$ cat src/rtl/uart_tx_arbiter.sv
// uart_tx_arbiter
//   Shares one UART TX serializer between NUM_REQ byte-stream requesters.
//   The transmitter is granted for a whole packet (bytes up to and including
//   one flagged req_last). The chosen byte is registered toward the
//   serializer, a guard gap follows every packet, and a watchdog revokes a
//   grant whose owner stalls mid-packet.
//
//   Build option: define UART_TX_ARB_FIXED_PRIO_EN to make arbitration pick
//   the lowest-index valid requester. Left undefined (default), arbitration
//   is round-robin starting after the most recent grantee.
module uart_tx_arbiter #(
    parameter int NUM_REQ      = 4,      // 2..8
    parameter int GUARD_CYCLES = 234,    // idle clocks after each packet
    parameter int TIMEOUT      = 65535,  // stall limit mid-packet, >= 1
    parameter int ID_W         = 2       // >= ceil(log2(NUM_REQ))
) (
    input  logic                   clk,
    input  logic                   reset_n,
    input  logic [NUM_REQ-1:0]     req_valid,
    input  logic [8*NUM_REQ-1:0]   req_data,
    input  logic [NUM_REQ-1:0]     req_last,
    output logic [NUM_REQ-1:0]     req_ready,
    output logic                   tx_valid,
    output logic [7:0]             tx_data,
    input  logic                   tx_ready,
    output logic                   grant_valid,
    output logic [ID_W-1:0]        grant_id,
    output logic                   timeout_err
);

    // Guard counter only has to reach GUARD_CYCLES-1.
    localparam int GW = (GUARD_CYCLES > 1) ? $clog2(GUARD_CYCLES) : 1;
    localparam logic [GW-1:0] GUARD_LAST = GW'((GUARD_CYCLES > 0) ? GUARD_CYCLES - 1 : 0);
    // Watchdog fires on the TIMEOUT-th consecutive clock without an accept.
    localparam logic [15:0] WD_LAST = 16'(TIMEOUT - 1);

    typedef enum logic [1:0] {
        S_IDLE,
        S_ARB,
        S_XFER,
        S_GUARD
    } state_e;

    state_e            state_q, state_d;
    logic [ID_W-1:0]   ptr_q, ptr_d;
    logic [ID_W-1:0]   grant_id_q, grant_id_d;
    logic              grant_valid_q, grant_valid_d;
    logic              tx_valid_q, tx_valid_d;
    logic [7:0]        tx_data_q, tx_data_d;
    logic              timeout_err_q, timeout_err_d;
    logic [15:0]       wd_cnt_q, wd_cnt_d;
    logic [GW-1:0]     guard_cnt_q, guard_cnt_d;

    // Grantee lane selection.
    logic              lane_ready;
    logic              sel_valid;
    logic [7:0]        sel_data;
    logic              sel_last;
    logic              accept;

    // Arbitration result.
    logic              arb_found;
    logic [ID_W-1:0]   arb_id;

    // Route the grantee's lane to the holding register and raise its ready.
    always_comb begin
        // NOTE: every signal written here gets a default first, so no path
        // leaves it unassigned and no latch is inferred.
        lane_ready = (state_q == S_XFER) && (!tx_valid_q || tx_ready);
        req_ready  = '0;
        sel_valid  = 1'b0;
        sel_data   = 8'h00;
        sel_last   = 1'b0;
        for (int i = 0; i < NUM_REQ; i++) begin
            if (grant_id_q == ID_W'(i)) begin
                req_ready[i] = lane_ready;
                sel_valid    = req_valid[i];
                sel_data     = req_data[8*i +: 8];
                sel_last     = req_last[i];
            end
        end
    end

    assign accept = sel_valid && lane_ready;

`ifdef UART_TX_ARB_FIXED_PRIO_EN
    // Fixed priority: the lowest-index valid requester wins; pointer unused.
    always_comb begin
        arb_found = 1'b0;
        arb_id    = '0;
        // Walking downward lets the lowest valid index overwrite last.
        for (int i = NUM_REQ - 1; i >= 0; i--) begin
            if (req_valid[i]) begin
                arb_found = 1'b1;
                arb_id    = ID_W'(i);
            end
        end
    end
`else
    // Round-robin: the order is ptr+1 .. NUM_REQ-1, then 0 .. ptr.
    logic              hi_found, lo_found;
    logic [ID_W-1:0]   hi_id, lo_id;

    always_comb begin
        hi_found = 1'b0;
        lo_found = 1'b0;
        hi_id    = '0;
        lo_id    = '0;
        // Two buckets around the pointer; within each bucket the lowest index
        // wins because the downward walk overwrites it last.
        for (int i = NUM_REQ - 1; i >= 0; i--) begin
            if (req_valid[i]) begin
                if (ID_W'(i) > ptr_q) begin
                    hi_found = 1'b1;
                    hi_id    = ID_W'(i);
                end else begin
                    lo_found = 1'b1;
                    lo_id    = ID_W'(i);
                end
            end
        end
        arb_found = hi_found || lo_found;
        arb_id    = hi_found ? hi_id : lo_id;
    end
`endif

    // Next-state logic for the packet FSM, holding register, and counters.
    always_comb begin
        state_d       = state_q;
        ptr_d         = ptr_q;
        grant_id_d    = grant_id_q;
        grant_valid_d = grant_valid_q;
        tx_valid_d    = tx_valid_q;
        tx_data_d     = tx_data_q;
        timeout_err_d = 1'b0;
        wd_cnt_d      = wd_cnt_q;
        guard_cnt_d   = guard_cnt_q;

        // Holding register: a new accept wins over a drain, so a simultaneous
        // drain plus accept keeps tx_valid high with the new byte.
        if (accept) begin
            tx_valid_d = 1'b1;
            tx_data_d  = sel_data;
        end else if (tx_valid_q && tx_ready) begin
            tx_valid_d = 1'b0;
        end

        unique case (state_q)
            S_IDLE: begin
                if (|req_valid) begin
                    state_d = S_ARB;
                end
            end

            S_ARB: begin
                // Requests may be withdrawn before grant; then fall back idle.
                if (arb_found) begin
                    grant_id_d    = arb_id;
                    grant_valid_d = 1'b1;
                    wd_cnt_d      = '0;
                    state_d       = S_XFER;
                end else begin
                    state_d = S_IDLE;
                end
            end

            S_XFER: begin
                if (accept) begin
                    wd_cnt_d = '0;
                    if (sel_last) begin
                        grant_valid_d = 1'b0;
                        ptr_d         = grant_id_q;
                        guard_cnt_d   = '0;
                        state_d       = S_GUARD;
                    end
                end else if (wd_cnt_q == WD_LAST) begin
                    // Stalled owner: revoke the grant. Any byte already in the
                    // holding register still drains during the guard.
                    grant_valid_d = 1'b0;
                    timeout_err_d = 1'b1;
                    ptr_d         = grant_id_q;
                    wd_cnt_d      = '0;
                    guard_cnt_d   = '0;
                    state_d       = S_GUARD;
                end else begin
                    wd_cnt_d = wd_cnt_q + 16'd1;
                end
            end

            S_GUARD: begin
                // The gap is measured from the last byte leaving, so the
                // counter stays parked at zero while a byte is still pending.
                if (tx_valid_q) begin
                    guard_cnt_d = '0;
                end else if (GUARD_CYCLES == 0 || guard_cnt_q == GUARD_LAST) begin
                    state_d = S_IDLE;
                end else begin
                    guard_cnt_d = guard_cnt_q + GW'(1);
                end
            end

            default: begin
                state_d = S_IDLE;
            end
        endcase
    end

    // State and output registers; reset drops any grant and pending byte.
    always_ff @(posedge clk or negedge reset_n) begin
        if (!reset_n) begin
            state_q       <= S_IDLE;
            ptr_q         <= ID_W'(NUM_REQ - 1);
            grant_id_q    <= '0;
            grant_valid_q <= 1'b0;
            tx_valid_q    <= 1'b0;
            tx_data_q     <= 8'h00;
            timeout_err_q <= 1'b0;
            wd_cnt_q      <= '0;
            guard_cnt_q   <= '0;
        end else begin
            // NOTE: non-blocking assignments so every register samples the
            // values computed before this edge, independent of statement order.
            state_q       <= state_d;
            ptr_q         <= ptr_d;
            grant_id_q    <= grant_id_d;
            grant_valid_q <= grant_valid_d;
            tx_valid_q    <= tx_valid_d;
            tx_data_q     <= tx_data_d;
            timeout_err_q <= timeout_err_d;
            wd_cnt_q      <= wd_cnt_d;
            guard_cnt_q   <= guard_cnt_d;
        end
    end

    assign tx_valid    = tx_valid_q;
    assign tx_data     = tx_data_q;
    assign grant_valid = grant_valid_q;
    assign grant_id    = grant_id_q;
    assign timeout_err = timeout_err_q;

endmodule

$ cat config.mk
export PLATFORM = sky130hd
export DESIGN_NAME = uart_tx_arbiter
export DESIGN_NICKNAME = d
export VERILOG_FILES = /design/src/rtl/uart_tx_arbiter.sv
export SDC_FILE = /design/constraint.sdc
export NUM_CORES = 1
export LEC_CHECK = 0
export ABC_CLOCK_PERIOD_IN_PS = 4050
export BUFFER_PORTS_ARGS = -buffer_cell sky130_fd_sc_hd__buf_2
export CAP_MARGIN = 20
export CELL_PAD_IN_SITES_DETAIL_PLACEMENT = 1
export CELL_PAD_IN_SITES_GLOBAL_PLACEMENT = 2
export CORE_MARGIN = 3
export CORE_UTILIZATION = 34
export DETAILED_ROUTE_END_ITERATION = 6
export PLACE_DENSITY = 0.93
export SETUP_SLACK_MARGIN = 0.15
export SLEW_MARGIN = 0
export SYNTH_ARGS = -nofsm -noshare
export SYNTH_HDL_FRONTEND = slang
export SYNTH_SLANG_ARGS = --single-unit
$ cat constraint.sdc
create_clock -name clk -period 4.05 [get_ports clk]
set_clock_uncertainty 0.15 [all_clocks]
set_input_delay 0.81 -clock clk [delete_from_list [all_inputs] [get_ports clk]]
set_output_delay 0.81 -clock clk [all_outputs]
set_load 0.03 [all_outputs]
=== Yosys cells after proc, flatten, opt, wreduce, memory -nomap -nowiden ===
Cells that the tools add are included.

* Add/sub/neg operators: 2
* Order comparisons: 4
* Equal/unequal tests: 16
* Mux-type cells: 80
* Reduce and logical (&&, ||, !) cells: 19

{| class="wikitable"
|+ Operator list
! cell !! number
|-
| $mux W8 || 9
|-
| $mux W2 || 27
|-
| $mux W16 || 3
|-
| $mux W1 || 37
|-
| $pmux W16 S2 || 1
|-
| $add A16 B1 Y16 const B || 1
|-
| $eq A16 B16 Y1 const B || 1
|-
| $pmux W8 S2 || 1
|-
| $ne A2 B2 Y1 const B || 5
|-
| $add A8 B1 Y8 const B || 1
|-
| $eq A2 B2 Y1 const B || 4
|-
| $eq A8 B8 Y1 const B || 1
|-
| $pmux W2 S4 || 1
|-
| $reduce_and A4 Y1 || 2
|-
| $reduce_bool A2 Y1 || 4
|-
| $ne A3 B3 Y1 const B || 2
|-
| $reduce_and A5 Y1 || 1
|-
| $eq A2 B1 Y1 const B || 2
|-
| $gt A1 B2 Y1 const A || 2
|-
| $gt A2 B2 Y1 const A || 2
|-
| $logic_not A2 Y1 || 2
|-
| $reduce_and A2 Y1 || 2
|-
| $reduce_or A4 Y1 || 1
|-
| $logic_and A1 B1 Y1 || 3
|-
| 5 further kinds || 6
|}

* Register bits after elaboration: 41
* Input port bits: 43
* Output and inout port bits: 17

=== Depth between registers and ports, before layout ===
* Depth in word-level cells: 12
* Mapped depth: 8

=== Least setup slack after synthesis ===
No wires, ideal clock.

* Path type: input to output
* Start: input port tx_ready
* End: output port req_ready[0]
* Arrival: 1.886 ns
* Slack: 1.204 ns
* Cell stages on the path: 3
* Path through: nand2b_1 > and2_1 > nor3b_1

* Cells in the longest elaborated chain, start to end: 3

{| class="wikitable"
|+ RTL lines
! element !! RTL line !! text
|-
| start: declaration || 25 || <nowiki>input logic tx_ready,</nowiki>
|-
| $logic_or A1 B1 Y1 || 69 || <nowiki>lane_ready = (state_q == S_XFER) && (!tx_valid_q || tx_ready);</nowiki>
|-
| $logic_and A1 B1 Y1 || 69 ||
|-
| $mux W1 || 75 || <nowiki>if (grant_id_q == ID_W'(i)) begin</nowiki>
|-
| end: declaration || 22 || <nowiki>output logic [NUM_REQ-1:0] req_ready,</nowiki>
|}

No other way between the ends.

=== Final worst setup path ===
* Start: register wd_cnt_q[0]
* End: register guard_cnt_q[4]

* Cells in the longest elaborated chain, start to end: 3

{| class="wikitable"
|+ RTL lines
! element !! RTL line !! text
|-
| start: declaration || 51 || <nowiki>logic [15:0] wd_cnt_q, wd_cnt_d;</nowiki>
|-
| start signal: assignment || 230 || <nowiki>wd_cnt_q <= wd_cnt_d;</nowiki>
|-
| $eq A16 B16 Y1 || 176 || <nowiki>end else if (wd_cnt_q == WD_LAST) begin</nowiki>
|-
| $ne A3 B2 Y1 (no source line) || - ||
|-
| $reduce_and A4 Y1 (no source line) || - ||
|-
| end signal: assignment || 231 || <nowiki>guard_cnt_q <= guard_cnt_d;</nowiki>
|-
| end: declaration || 52 || <nowiki>logic [GW-1:0] guard_cnt_q, guard_cnt_d;</nowiki>
|}

No other way between the ends.
A chain may end at the register's enable or synchronous reset.

==> results.toml <==
[yosys]
synth-seq-area-share_pct = 41.9
netlist_top_cells_area = "dfrtp_1 40%, mux4_2 9.2%, nand2_1 8.0%"
synth-seq-cells = 41
synthFlopType = "dfrtp_1"
yosysTopAreaCell = "dfrtp_1"
yosysWarnings = 0
synth_edf_count = 0
syn_avg_cell_area_sq_um = 9.19
synthCells = 267
synth.top_cell.area_share_pct = 39.8
syn-num-nets = 314
async_flop_share_pct = 100
syn-cell-area_sq_um = 2450
synth_cell_types = 45

[final_layout]
fillers = 864
areaGrowthSynthToFinish_pct = 20.4
design_area_sq_um = 2960
diodes = 0
final_core_util_pct = 42.8
final_cells = 423
nets = 373
drive_above_1_share_pct = 26.9

[pwr]
leakagePower_nw = 1.36
power_mw = 1.69
power.density_nw_per_um2 = 572
peakVddDrop_v = 0.000251

[outcome]
status = "completed"

[critical_path]
worstSetupPathType = "register to register"
cp_data_arrival_time_ns = 2.89
startpoint_type = "register"
cp.required_ns = 4.04
crit_path_end_kind = "register"
slowest_delay_ns = 0.67
slowest_stage = "nor4_1"
crit_chain = "inv_1, ha_1, nand4_1, nor4_1, nor2_1, buf_4, a211oi_1, o21ai_0"
worstPathMaxFanout = 10

[timing]
finalSetupViolCount = 0
holdWs_ns = 0.325
timing.final.crit_share_pct = 71.8
grt_setup_unrepaired = "no"
timing.fmax_mhz = 344
tightest_slew_ns = 0.970
finalCriticalPeriod_ns = 2.91
slew-limit-headroom_pct = 35.4
slew_viol_final = 0
setup_slack_ns = 1.14
finalHoldViolCount = 0
finalSetupTns_ns = 0

[floorplan]
core_area_sq_um = 6910
placementRows = 30
die_w_um = 91.0
dieArea_sq_um = 8280
ios = 60
initial_utilization_pct = 35.5
die_y_um = 91.0

[place]
portBuffers = 59
dpl_cell_area_sq_um = 2840
gp_congestion = 0.756
place_hpwl_um = 5170
placed_cells = 415
pre_cts_ws_ns = 0.993

[grt]
grt_pass1_vias = 2360
antenna_found_initial = 0
grt_start_max_net_pins = 42
grt_pass1_wl_um = 11400
track_usage_pct = 16.8
grt-ovfl-total = 0

[clock_tree]
clkTransAtPathRegs_ns = 0.09
cts_buffers = 5
post_cts_buffers = 0
clock_path_buffers = 2
clk_latency_ns = 0.30
cts_sinks = 41
tritoncts = "built"
postCtsHoldBufs = 0
ctsResizeCount = 0
htree_levels = 2
root_buffer = "clkbuf_8"

[routing]
drc = 0
drtIter0Drc = 124
avgRoutedWirePerCell_um = 16.2
dr.pass1.iters = 4
viasPerCell = 5.40
dr_total_vias = 2283
wirelength_um = 6850
drt.antenna.violating_nets = 0

[worst_hold_path]
worstHoldPathType = "register to register"

[job]
drv_cap = 0
-- report_power, final --
group          switching (mW)  leakage, nW  internal [mW]  total [mW]
Sequential              0.121        0.510          0.527       0.648
Clock                   0.147       0.0585          0.201       0.348
Combinational           0.440        0.794          0.255       0.695
-- critical path, delay by kind of cell (launching register included) --
kind,cells,cell delay [ns]
flops,1,0.44
compound gates,2,0.85
buf+inv,2,0.30
fa+ha+maj,1,0.16
simple gates,3,0.85
-- state kept, by name, indices dropped and copies added, names as in the netlist, 2 cells and up, named ones only --
name and flops:
guard_cnt_q 8, grant_id 2, ptr_q 2, tx_data 8, wd_cnt_q 16
-- path summary, 6_finish.rpt --
kind | startpoint | to | slack, ns | cells past startpoint
max | wd_cnt_q[0]$_DFFE_PN0P_ | guard_cnt_q[4]$_DFFE_PN0P_ | 1.14 | 8
min | tx_data[6]$_DFFE_PN0P_ | tx_data[6]$_DFFE_PN0P_ | 0.32 | 2
max reg2reg | wd_cnt_q[0]$_DFFE_PN0P_ | guard_cnt_q[4]$_DFFE_PN0P_ | 1.14 | 8
min reg2reg | tx_data[6]$_DFFE_PN0P_ | tx_data[6]$_DFFE_PN0P_ | 0.32 | 2
max in group asynchronous | reset_n | guard_cnt_q[6]$_DFFE_PN0P_ | 2.63 | 1
min in group asynchronous | reset_n | grant_id[1]$_DFFE_PN0P_ | 0.51 | 1
-- cell type report --
type                       count  area, sq um  share of cell area (%)
clock buffer                   7         86.3                    2.92
clock inverter                 1         30.0                    1.02
inverter                      16         60.1                    2.03
multi-input combinational    200         1310                    44.4
sequential                    41         1030                    34.8
tap                           96          120                    4.06
timing repair buffer          62          318                    10.7
-- placed cells by master, fill, tap and decap left out, types with 5 or more instances in the layout --
master and instances:
a31oi_1 13, or4_1 5, nor4_1 6, nor3_1 8, nand4_1 5, dfrtp_1 39
clkbuf_8 6, a21oi_1 5, or3_1 8, nand2b_1 5, inv_1 16, nand3_1 14
nand2_1 52, buf_2 59, nor2_1 12, o21ai_0 16, mux4_2 10
-- synthesized netlist by cell type, drive strengths merged (2+ instances only) --
master and n:
a21o 3, a21oi 5, a31oi 13, and3 3, buf 3, clkbuf 7
dfrtp 39, dfstp 2, ha 4, inv 16, mux2 4, mux4 10
nand2 52, nand2b 5, nand3 14, nand4 5, nor2 12, nor2b 2
nor3 8, nor4 6, o211ai 4, o21ai 16, or3 9, or4 5
xnor2 3
-- cell families after synthesis --
kind of cell             Yosys count  share of synthesized area (%)
AO/OA/AOI/OAI                     52                           13.7
multiplexers                      15                           11.4
buffers and inverters             26                           4.59
adder cells (fa/ha/maj)            4                           2.04
XOR/XNOR                           3                           1.07
flip-flops                        41                           41.9
AND/OR/NAND/NOR                  126                           25.3
-- layer usage --
layer	vias to the layer above	global-route usage, %	wire, um
met5	-	0	0
met4	0	3.39	49
met3	5	3.31	262
met2	45	29.2	3470
met1	1134	21.8	3060
li1	1099	-	-
Note: power is estimated with default switching activity, not from simulation.
